`config.mk`:
```
export PLATFORM = sky130hd
export DESIGN_NAME = interrupt_scheduler
export DESIGN_NICKNAME = d
export VERILOG_FILES = /design/src/rtl/interrupt_scheduler_pkg.sv /design/src/rtl/interrupt_scheduler_rr_pick.sv /design/src/rtl/interrupt_scheduler.sv
export SDC_FILE = /design/constraint.sdc
export NUM_CORES = 1
export LEC_CHECK = 0
export ABC_CLOCK_PERIOD_IN_PS = 6370
export BUFFER_PORTS_ARGS = -buffer_cell sky130_fd_sc_hd__buf_2
export CAP_MARGIN = 20
export CORE_UTILIZATION = 60
export CTS_CLUSTER_DIAMETER = 150
export DETAILED_ROUTE_END_ITERATION = 8
export PLACE_DENSITY_LB_ADDON = 0.1
export SYNTH_ARGS = -nofsm -noshare
export SYNTH_HDL_FRONTEND = slang
export SYNTH_HIERARCHICAL = 1
export SYNTH_SLANG_ARGS = --single-unit
```
`constraint.sdc`:
```
create_clock -name trn_clk -period 6.37 [get_ports trn_clk]
set_clock_uncertainty 0.2 [all_clocks]
set_input_delay 1.274 -clock trn_clk [delete_from_list [all_inputs] [get_ports trn_clk]]
set_output_delay 1.274 -clock trn_clk [all_outputs]
set_load 0.005 [all_outputs]
```
`src/rtl/interrupt_scheduler_pkg.sv`:
```
// Shared definitions for the PCIe interrupt scheduler: FSM state encoding and
// parameter limits/defaults used by the scheduler and its round-robin picker.
package interrupt_scheduler_pkg;

   localparam int unsigned NREQ_MAX        = 8;
   localparam int unsigned HOLDOFF_DEFAULT = 1024;

   // One-hot encoding shared with the rest of the endpoint logic.
   typedef enum logic [2:0] {
      ST_IDLE    = 3'b001,
      ST_ASSERT  = 3'b010,
      ST_HOLDOFF = 3'b100
   } state_e;

endpackage

```
`src/rtl/interrupt_scheduler_rr_pick.sv`:
```
// Combinational round-robin picker: returns the first set request at or above
// ptr, wrapping modulo NREQ.
module int_rr_pick
   import interrupt_scheduler_pkg::*;
#(
   parameter int unsigned NREQ  = 4,
   parameter int unsigned PTR_W = 2
) (
   input  logic [NREQ-1:0]  req,
   input  logic [PTR_W-1:0] ptr,
   output logic             valid,
   output logic [PTR_W-1:0] idx
);

   always_comb begin
      int unsigned cand;
      valid = 1'b0;
      idx   = '0;
      cand  = '0;
      for (int unsigned i = 0; i < NREQ; i++) begin
         cand = (32'(ptr) + i) % NREQ;
         if (!valid && req[cand[PTR_W-1:0]]) begin
            valid = 1'b1;
            idx   = cand[PTR_W-1:0];
         end
      end
   end

endmodule

```
`src/rtl/interrupt_scheduler.sv`:
```
// Shares the PCIe core interrupt port among NREQ requesters: round-robin grant,
// core handshake, global enable gating and a moderation holdoff between interrupts.
module interrupt_scheduler
   import interrupt_scheduler_pkg::*;
#(
   parameter int unsigned NREQ           = 4,
   parameter int unsigned HOLDOFF_CYCLES = HOLDOFF_DEFAULT,
   parameter int unsigned HOLDOFF_W      = 16
) (
   input  logic            trn_clk,
   input  logic            reset,
   input  logic            interrupts_enabled,
   input  logic [NREQ-1:0] int_req,
   output logic [NREQ-1:0] int_ack,
   output logic            cfg_interrupt_n,
   input  logic            cfg_interrupt_rdy_n,
   output logic [7:0]      cfg_interrupt_di,
   output logic            busy
);

   localparam int unsigned PTR_W = (NREQ > 1) ? $clog2(NREQ) : 1;

   state_e                 state_q, state_d;
   logic [PTR_W-1:0]       rr_ptr_q, rr_ptr_d;
   logic [PTR_W-1:0]       idx_q, idx_d;
   logic [HOLDOFF_W-1:0]   cnt_q, cnt_d;
   logic [NREQ-1:0]        ack_q, ack_d;
   logic                   cfg_n_q, cfg_n_d;
   logic [7:0]             di_q, di_d;

   logic                   pick_valid;
   logic [PTR_W-1:0]       pick_idx;

   int_rr_pick #(
      .NREQ  (NREQ),
      .PTR_W (PTR_W)
   ) u_pick (
      .req   (int_req),
      .ptr   (rr_ptr_q),
      .valid (pick_valid),
      .idx   (pick_idx)
   );

   always_comb begin
      state_d  = state_q;
      rr_ptr_d = rr_ptr_q;
      idx_d    = idx_q;
      cnt_d    = cnt_q;
      ack_d    = '0;
      cfg_n_d  = cfg_n_q;
      di_d     = di_q;
      case (state_q)
         ST_IDLE: begin
            if (interrupts_enabled && pick_valid) begin
               state_d = ST_ASSERT;
               idx_d   = pick_idx;
               di_d    = 8'(pick_idx);
               cfg_n_d = 1'b0;
            end
         end
         // Enable and request are deliberately ignored here: the core handshake must finish.
         ST_ASSERT: begin
            if (!cfg_interrupt_rdy_n) begin
               state_d       = ST_HOLDOFF;
               cfg_n_d       = 1'b1;
               ack_d[idx_q]  = 1'b1;
               rr_ptr_d      = (32'(idx_q) == NREQ - 1) ? '0 : idx_q + 1'b1;
               cnt_d         = HOLDOFF_W'(HOLDOFF_CYCLES);
            end
         end
         ST_HOLDOFF: begin
            if (cnt_q == '0) begin
               state_d = ST_IDLE;
            end else begin
               cnt_d = cnt_q - 1'b1;
            end
         end
         default: begin
            state_d = ST_IDLE;
            cfg_n_d = 1'b1;
         end
      endcase
   end

   always_ff @(posedge trn_clk) begin
      if (reset) begin
         state_q  <= ST_IDLE;
         rr_ptr_q <= '0;
         idx_q    <= '0;
         cnt_q    <= '0;
         ack_q    <= '0;
         cfg_n_q  <= 1'b1;
         di_q     <= '0;
      end else begin
         state_q  <= state_d;
         rr_ptr_q <= rr_ptr_d;
         idx_q    <= idx_d;
         cnt_q    <= cnt_d;
         ack_q    <= ack_d;
         cfg_n_q  <= cfg_n_d;
         di_q     <= di_d;
      end
   end

   assign int_ack          = ack_q;
   assign cfg_interrupt_n  = cfg_n_q;
   assign cfg_interrupt_di = di_q;
   assign busy             = (state_q != ST_IDLE);

endmodule
```
==> impl_metrics.csv, run 1 <==
group,metric,value,unit
finish,layout_commonest_cell,"dfxtp_1",
grt,antenna_found_initial,0,
min_path,hp-class,"flop to flop",
clock_tree,clockBufferDepth,2,
die,dieArea,2765,µm²
finish,final_cell_mix,"28 x dfxtp_1, 19 x a21oi_1, 15 x buf_2",
power_and_ir_drop,finalPower,0.3276,mW
grt,grt_pass1_wl,5.375,mm
worst_setup_path,crit_buf_inv,1,
synthesis,synth.avg_cell_area,8.210,µm²
grt,overflow,0,
worst_setup_path,ff2ff_path_depth,4,
timing,slew_headroom,0.5943,
route,vias,1396,
die,rows,17,
timing,hold_slack,283.7,ps
finish,area_growth_syn_to_layout,7.091,%
clock_tree,postCtsHoldBufs,0,
clock_tree,cts_inserted_buffers,3,
route,drt-pass1-iter-count,6,
worst_setup_path,end_kind,"primary output",
route,first_iter_violations,48,
timing,min_period_over_period,0.4197,
die,top_level_ports,22,
power_and_ir_drop,power.density,199.2,nW/µm²
route,avgViaCountPerCell,6.177,
clock_tree,cts_setup_buffers,0,
finish,layout.nets,212,
worst_setup_path,rr_startpoint,"state_q[2]",
worst_setup_path,cp_slowest_cell,"dfxtp_1",
worst_setup_path,crit_start,"state_q[0]",
run,cap_viol_max_count,0,
power_and_ir_drop,ir_drop,0.0001525,V
worst_setup_path,crit_chain,"nor2b_1 -> nand2b_1 -> buf_2",
power_and_ir_drop,pwr-share-seq,0.553,
place,dp_hpwl,2.392,mm
route,ant_nets,0,
synthesis,synthCells,187,
synthesis,ys_ff_latch,28,
worst_setup_path,critPathMaxFanout,8,
timing,finalSetupViolCount,0,
worst_setup_path,arrival,1200,ps
finish,drive_gt1_frac,0.1364,
clock_tree,cts.clk_slew.worst_paths,160,ps
timing,max_freq,374.1,MHz
synthesis,synth_cell_types,43,
power_and_ir_drop,power_frac_comb,0.082,
clock_tree,htreeDepth,1,
power_and_ir_drop,swShare,0.2299,
timing,drv_slew,0,
synthesis,synth_edf_count,0,
route,finalWirelength,3.213,mm
die,die_h,52.59,µm
grt,grtUsageTotal,0.2660,
clock_tree,tritoncts,"done",
worst_setup_path,crit_path_end,"busy",
clock_tree,cts_resized,0,
timing,fin_crit,2673,ps
synthesis,dominantRegCellSynth,"dfxtp_1",
power_and_ir_drop,power_switching,0.07532,mW
worst_setup_path,critPathTopFamily,"flip-flops",
power_and_ir_drop,power_leakage,0.6651,nW
place,io_buffers,15,
synthesis,synthArstFlopShare,0,
route,drc,0,
timing,rsz0062_at_grt,"false",
worst_setup_path,r2r-end,"cnt_q[11]",
synthesis,yosys_warnings,6,
timing,worstMarginPinSlew,602.9,ps
worst_setup_path,worstSetupStartpointType,"flop",
place,gp_congestion,0.8328,
grt,grt_max_degree,19,
die,dieWidth,52.59,µm
synthesis,yosysSeqAreaShare,0.3651,
grt,grt_pass1_vias,1206,
clock_tree,cts_sinks,28,
die,fp.coreArea,2318,µm²
clock_tree,cts-root-buf,"clkbuf_4",
finish,antenna_cells,0,
power_and_ir_drop,p_int,0.2522,mW
synthesis,synthesis.area,1535,µm²
worst_setup_path,slowest_delay,470,ps
route,routed_wire_length_per_instance,14.22,µm
worst_setup_path,crit_type,"flop to primary output",
die,floorplan.initialDensity,0.6622,
clock_tree,clock_latency,350,ps
worst_setup_path,cp.depth,3,
power_and_ir_drop,power.share.clock,0.365,
outcome,status,"complete, no violations",
worst_setup_path,rrSetupSlack,3810,ps
timing,hold_violations,0,
timing,finalSetupTns,0,ps
worst_setup_path,critical_path_required,4900,ps
power groups by stage:
stage                     logic (mW)  registers (mW)  clock network (mW)
after floorplan               0.0204           0.184                   0
after global placement        0.0250           0.185                   0
after detailed placement      0.0265           0.185                   0
after CTS                     0.0266           0.181               0.121
after global routing          0.0298           0.182               0.128
final                         0.0268           0.181               0.120
worst min-delay path by stage:
stage / startpoint / to / slack [ps] / cells past startpoint
2_1_floorplan: cnt_q[0] / cnt_q[0] / 250 / 2
3_3_place_gp: cnt_q[0] / cnt_q[0] / 260 / 2
3_5_place_dp: cnt_q[0] / cnt_q[0] / 270 / 2
4_1_cts: cnt_q[0] / cnt_q[0] / 290 / 2
5_1_grt: cnt_q[0] / cnt_q[0] / 310 / 2
6_report: cnt_q[0] / cnt_q[0] / 280 / 2
worst reg2reg max path: stages, from the launching register on:
cell and delay (ps):
dfxtp_1 560, or3b_1 530, or4_4 600, or4_1 490, a21oi_1 150
layout make-up:
| type | count | area (µm²) |
|---|---|---|
| flip-flops and latches | 28 | 560.5 |
| repair buffers | 15 | 75.07 |
| fillers | 202 | 674.4 |
| well taps | 28 | 35.03 |
| clock inverters | 1 | 30.03 |
| inverters | 9 | 33.78 |
| clock buffers | 3 | 22.52 |
| multi-input cells | 142 | 887.1 |
metal layers:
layer	track usage	vias up	wire length, µm
li1	-	697	-
met4	0.1009	0	31
met1	0.3646	646	1571
met3	0.04928	4	180
met2	0.4093	49	1429
met5	0	-	0
flip-flops by register name, summed over array words and instances, names as in the netlist:
register / count
cnt_q: 16
int_ack: 4
state_q: 3
idx_q: 2
rr_ptr_q: 2
cfg_interrupt_n: 1
Yosys cell counts (6+ instances only):
cell,n,area [µm²]
buf_4,6,45.04
or4_1,10,75.07
nor4_1,7,43.79
nor2_1,12,45.04
nand2_1,14,52.55
clkbuf_1,6,22.52
nand2b_1,6,37.54
a21oi_1,19,95.09
inv_1,8,30.03
dfxtp_1,28,560.5
or3_1,8,50.05
o21ai_0,8,40.04
cells by family (layout without fill, tap and decap cells):
family	after synthesis	in the layout	synth area share
simple gates	84	84	0.3276
other cells	1	6	0.002443
flops	28	28	0.3651
compound gates	43	43	0.1679
mux	4	4	0.02690
buf+inv	22	28	0.06927
fa+ha+maj	5	5	0.04075
stage by stage:
stage,cells,setup WS (ps),area [µm²],utilization
final,226,3697,1644,0.7091
after global routing,226,3594,1644,0.7091
after CTS,226,3684,1644,0.7091
after detailed placement,222,3397,1592,0.6865
after global placement,222,3499,1592,0.6865
after floorplan,192,3677,1554,-
(Power assumes the default switching activity.)
==> run 2: changes to the inputs <==
--- a/config.mk
+++ b/config.mk
@@ -5,10 +5,11 @@
 export SDC_FILE = /design/constraint.sdc
 export NUM_CORES = 1
 export LEC_CHECK = 0
-export ABC_CLOCK_PERIOD_IN_PS = 6370
+export ABC_AREA = 1
+export ABC_CLOCK_PERIOD_IN_PS = 2200
 export BUFFER_PORTS_ARGS = -buffer_cell sky130_fd_sc_hd__buf_2
 export CAP_MARGIN = 20
-export CORE_UTILIZATION = 60
+export CORE_UTILIZATION = 52
 export CTS_CLUSTER_DIAMETER = 150
 export DETAILED_ROUTE_END_ITERATION = 8
 export PLACE_DENSITY_LB_ADDON = 0.1
==> constraint.sdc (replaced) <==
create_clock -name trn_clk -period 2.2 [get_ports trn_clk]
set_clock_uncertainty 0.2 [all_clocks]
set_input_delay 0.44 -clock trn_clk [delete_from_list [all_inputs] [get_ports trn_clk]]
set_output_delay 0.44 -clock trn_clk [all_outputs]
set_load 0.005 [all_outputs]
==> impl_metrics.csv, run 2 <==
group,metric,value,unit
worst_setup_path,crit_start,"cnt_q[0]",
grt,grtUsageTotal,0.2185,
route,avgViaCountPerCell,4.857,
synthesis,synth_edf_count,0,
die,fp.coreArea,3416,µm²
worst_setup_path,critPathMaxFanout,12,
die,dieArea,3873,µm²
timing,min_period_over_period,0.9135,
finish,layout_commonest_cell,"nand2_1",
route,ant_nets,0,
run,cap_viol_max_count,0,
finish,layout.nets,324,
clock_tree,cts_sinks,28,
place,place_ws,201.1,ps
die,die_h,62.24,µm
grt,grt_max_degree,21,
place,io_buffers,15,
synthesis,dominantRegCellSynth,"dfxtp_1",
die,floorplan.initialDensity,0.5524,
timing,layout_setup_ws,190.3,ps
synthesis,synth_cell_types,28,
route,drt-pass1-iter-count,4,
clock_tree,postCtsHoldBufs,0,
worst_setup_path,crit_chain,"inv_1 -> ha_1 -> nand2_2 -> nor2_4 -> nand2_2 -> a21oi_4 -> nor2_1 -> nor2_1 -> nor2_1",
timing,drv_slew,0,
clock_tree,cts-root-buf,"clkbuf_4",
worst_setup_path,rrSetupSlack,190,ps
worst_setup_path,cp.depth,9,
outcome,status,"complete, no violations",
timing,max_freq,497.6,MHz
synthesis,synthTopCellsByArea,"dfxtp_1 30%, nand2_1 15%, nor2_1 11%",
clock_tree,cts_inserted_buffers,3,
worst_setup_path,crit_path_end,"cnt_q[11]",
grt,grt_pass1_vias,1662,
synthesis,synth.avg_cell_area,6.374,µm²
timing,finalSetupViolCount,0,
min_path,hp-class,"input pin to flop",
die,dieWidth,62.24,µm
synthesis,yosys.area.top_type,"dfxtp_1",
grt,antenna_found_initial,0,
route,routed_wire_length_per_instance,10.75,µm
synthesis,synth_most_common_cell,"nand2_1",
clock_tree,htreeDepth,1,
worst_setup_path,critPathTopFamily,"simple AND/OR/NAND/NOR gates",
finish,drive_gt1_frac,0.1806,
place,gp_congestion,0.8289,
clock_tree,clockBufferDepth,2,
worst_setup_path,end_kind,"flop",
worst_setup_path,critical_path_required,2240,ps
route,finalWirelength,3.826,mm
clock_tree,cts.clk_slew.worst_paths,160,ps
route,first_iter_violations,81,
worst_setup_path,r2r-end,"cnt_q[11]",
clock_tree,tritoncts,"done",
route,vias,1729,
worst_setup_path,cp_slowest_cell,"dfxtp_1",
worst_setup_path,crit_buf_inv,1,
worst_setup_path,worstSetupStartpointType,"flop",
worst_setup_path,crit_type,"flop to flop",
synthesis,yosysSeqAreaShare,0.2971,
finish,largest_reg_flops,16,
grt,overflow,0,
finish,antenna_cells,0,
timing,fin_crit,2010,ps
power_and_ir_drop,ir_drop,0.0004273,V
clock_tree,clock_latency,330,ps
finish,regMostFlops,"cnt_q",
worst_setup_path,arrival,2050,ps
synthesis,synth_top_area_frac,0.2971,
timing,hold_violations,0,
worst_setup_path,cpMostUsedCell,"nor2_1",
synthesis,synthesis.area,1887,µm²
timing,finalSetupTns,0,ps
power_and_ir_drop,power.density,512.8,nW/µm²
synthesis,synthCells,296,
worst_setup_path,ff2ff_path_depth,9,
synthesis,yosys_warnings,6,
timing,rsz0062_at_grt,"false",
grt,grt_pass1_wl,6.955,mm
synthesis,synth_common_cells,"75 x nand2_1, 55 x nor2_1, 32 x inv_1, 28 x dfxtp_1, 25 x nand3_1",
place,dp_hpwl,2.928,mm
power_and_ir_drop,power_leakage,0.9863,nW
synthesis,ys_ff_latch,28,
finish,area_growth_syn_to_layout,6.101,%
die,rows,21,
worst_setup_path,rr_startpoint,"cnt_q[0]",
route,drc,0,
worst_setup_path,slowest_delay,360,ps
finish,final_cell_mix,"75 x nand2_1, 55 x nor2_1, 32 x inv_1",
synthesis,synthArstFlopShare,0,
die,top_level_ports,22,
## run 2: worst min-delay path by stage
stage / startpoint / endpoint / slack (ps) / cells after the start
after floorplan: cnt_q[7] / cnt_q[7] / 260 / 2
after global placement: cfg_interrupt_n / cfg_interrupt_n / 290 / 2
after detailed placement: cfg_interrupt_n / cfg_interrupt_n / 290 / 2
after CTS: cfg_interrupt_rdy_n / rr_ptr_q[1] / 220 / 4
after global routing: cfg_interrupt_rdy_n / state_q[1] / 230 / 3
final: cfg_interrupt_rdy_n / rr_ptr_q[1] / 230 / 4
## run 2: metal layers
layer,routed length [µm],up-vias,global-route usage
li1,-,938,-
met1,1815,768,0.2628
met2,1869,21,0.4080
met3,121,2,0.03860
met4,19,0,0.03488
met5,0,-,0
## run 2: cells by family (layout without fill, tap and decap cells)
| group | count (synthesis) | after routing | share of synthesized area |
|---|---|---|---|
| AND/OR/NAND/NOR | 189 | 189 | 0.4595 |
| flip-flops | 28 | 28 | 0.2971 |
| XOR/XNOR | 3 | 3 | 0.01393 |
| adder cells (fa/ha/maj) | 5 | 5 | 0.03316 |
| other | 1 | 6 | 0.001987 |
| buffers and inverters | 48 | 57 | 0.1207 |
| AO/OA/AOI/OAI | 22 | 22 | 0.07361 |
## run 2: repair_timing
item                       CTS  global route
setup endpoints to repair    0             1
buffers inserted             0             0
gates resized for setup      0             1
## run 2: final cells by class
class                           count  area (µm²)
Multi-Input combinational cell    225        1122
Clock buffer                        4       36.28
Sequential cell                    28       560.5
Tap cell                           46       57.56
Inverter                           36       135.1
Timing Repair Buffer               17       90.09
Fill cell                         354        1414
## run 2: tightest hold or removal path: cells and delay by family
family | cells | cell delay (ps)
AND/OR/NAND/NOR | 3 | 190
buffers and inverters | 1 | 100
## run 2: where the power goes
group | internal, mW | total (mW) | switching (mW)
Combinational | 0.0819 | 0.229 | 0.147
Sequential | 0.525 | 0.543 | 0.0172
Clock | 0.101 | 0.255 | 0.154
## run 2: per-stage QoR
stage	cell area [µm²]	utilization	hold slack (ps)	power [mW]	instances
floorplan	1906	-	263.7	0.7360	301
finish	2002	0.5861	234.4	1.027	356
CTS	1997	0.5846	222.9	1.039	356
detailed placement	1961	0.5740	287.0	0.7821	352
global route	2002	0.5861	230.3	1.099	356
global placement	1961	0.5740	289.0	0.7805	352
==> run 3: changes to the inputs <==
--- a/config.mk
+++ b/config.mk
@@ -12,7 +12,7 @@
 export CORE_UTILIZATION = 52
 export CTS_CLUSTER_DIAMETER = 150
 export DETAILED_ROUTE_END_ITERATION = 8
-export PLACE_DENSITY_LB_ADDON = 0.1
+export PLACE_DENSITY = 0.75
 export SYNTH_ARGS = -nofsm -noshare
 export SYNTH_HDL_FRONTEND = slang
 export SYNTH_HIERARCHICAL = 1
==> impl_metrics.csv, run 3 (synthesis gave the netlist of run 2 again) <==
group,metric,value,unit
finish,regMostFlops,"cnt_q",
grt,gr-usage-met3,0.04412,
route,avgViaCountPerCell,4.899,
die,die_h,62.24,µm
outcome,status,"complete, no violations",
finish,largest_reg_flops,16,
grt,grt_max_degree,21,
place,dp_hpwl,2.981,mm
finish,antenna_cells,0,
timing,min_period_over_period,0.9141,
die,rows,21,
clock_tree,clock_latency,330,ps
place,dp.cells,353,
place,post_dp_cell_area,1968,µm²
finish,final_cell_mix,"75 x nand2_1, 55 x nor2_1, 32 x inv_1",
die,fp.coreArea,3416,µm²
grt,busiest_layer,"met2",
route,finalWirelength,3.845,mm
worst_setup_path,arrival,1370,ps
clock_tree,cts_inserted_buffers,3,
worst_setup_path,critPathMaxFanout,3,
finish,instances_no_fill,357,
grt,use_met2,0.3832,
route,first_iter_violations,84,
power_and_ir_drop,power_leakage,0.9987,nW
timing,finalSetupViolCount,0,
timing,drv_slew,0,
route,drc,0,
grt,grt_pass1_vias,1623,
worst_setup_path,crit_type,"flop to primary output",
clock_tree,cts_setup_buffers,0,
finish,finalCoreUtilization,0.5930,
die,dieWidth,62.24,µm
grt,overflow,0,
power_and_ir_drop,ir_drop,0.0004117,V
clock_tree,cts-root-buf,"clkbuf_4",
min_path,hp-class,"input pin to flop",
worst_setup_path,end_kind,"primary output",
grt,antenna_found_initial,0,
clock_tree,htreeDepth,1,
route,ant_nets,0,
place,io_buffers,15,
worst_setup_path,rr_startpoint,"cnt_q[0]",
min_path,worstHoldStart,"cfg_interrupt_rdy_n",
min_path,min_to,"state_q[1]",
finish,layout.nets,325,
worst_setup_path,ff2ff_path_depth,9,
route,vias,1749,
min_path,min_path_cells,3,
power_and_ir_drop,power.density,549.2,nW/µm²
worst_setup_path,rrSetupSlack,240,ps
grt,grtUsageMet1,0.2810,
die,dieArea,3873,µm²
clock_tree,clockBufferDepth,2,
timing,max_freq,497.3,MHz
route,routed_wire_length_per_instance,10.77,µm
clock_tree,cts_sinks,28,
finish,layout_commonest_cell,"nand2_1",
route,drt-pass1-iter-count,4,
timing,finalSetupTns,0,ps
finish,area_growth_syn_to_layout,7.361,%
timing,fin_crit,2011,ps
grt,grt_pass1_wl,6.941,mm
finish,drive_gt1_frac,0.1833,
timing,hold_violations,0,
die,floorplan.initialDensity,0.5524,
worst_setup_path,r2r-end,"cnt_q[15]",
timing,rsz0062_at_grt,"false",
die,top_level_ports,22,
grt,grtUsageTotal,0.2189,
finish,finalInstanceArea,2026,µm²
clock_tree,cts.clk_slew.worst_paths,150,ps
worst_setup_path,crit_start,"state_q[0]",
worst_setup_path,critical_path_required,1560,ps
worst_setup_path,worstSetupStartpointType,"flop",
clock_tree,tritoncts,"done",
place,gp_congestion,0.8409,
run,cap_viol_max_count,0,
==> run 3: layer usage <==
metal  vias up  share of wire
li1        934              -
met1       779           0.47
met2        34           0.49
met3         2          0.037
met4         0         0.0049
met5         -              0
==> run 3: layout make-up <==
cell class / count / area [µm²]
Inverter: 36 / 135.1
Clock inverter: 1 / 30.03
Fill cell: 358 / 1390
Tap cell: 46 / 57.56
Sequential cell: 28 / 560.5
Multi-Input combinational cell: 225 / 1122
Timing Repair Buffer: 18 / 97.59
Clock buffer: 3 / 22.52
==> run 3: worst max-delay path by stage <==
stage / endpoint / slack [ps] / cells past startpoint
CTS: busy / 180 / 4
detailed placement: cnt_q[9] / 260 / 11
finish: busy / 190 / 4
global placement: state_q[0] / 320 / 12
floorplan: cnt_q[12] / 480 / 10
global route: busy / 30 / 4
==> run 3: critical path, stage by stage, from the launching register on <==
cell and delay (ps):
dfxtp_1 370, inv_1 70, nor3_1 300, inv_1 150, buf_2 150
==> run 3: power by group <==
| group | internal, mW | switching, mW |
|---|---|---|
| Combinational | 0.0825 | 0.148 |
| Clock | 0.184 | 0.155 |
| Sequential | 0.525 | 0.0166 |
==> run 3: per-stage QoR <==
step / hold WS (ps) / total power, mW / setup slack, ps
4_1_cts: 206.2 / 1.121 / 184.4
3_3_place_gp: 291.2 / 0.7781 / 316.9
6_report: 213.9 / 1.112 / 189.1
5_1_grt: 220.5 / 1.182 / 31.24
3_5_place_dp: 292.0 / 0.7829 / 259.2
2_1_floorplan: 263.7 / 0.7360 / 484.9
==> run 3: timing repair <==
| action | in CTS | in global routing |
|---|---|---|
| resized for setup | 0 | 1 |
| setup endpoints to repair | 0 | 1 |
| hold buffers | 0 | 0 |
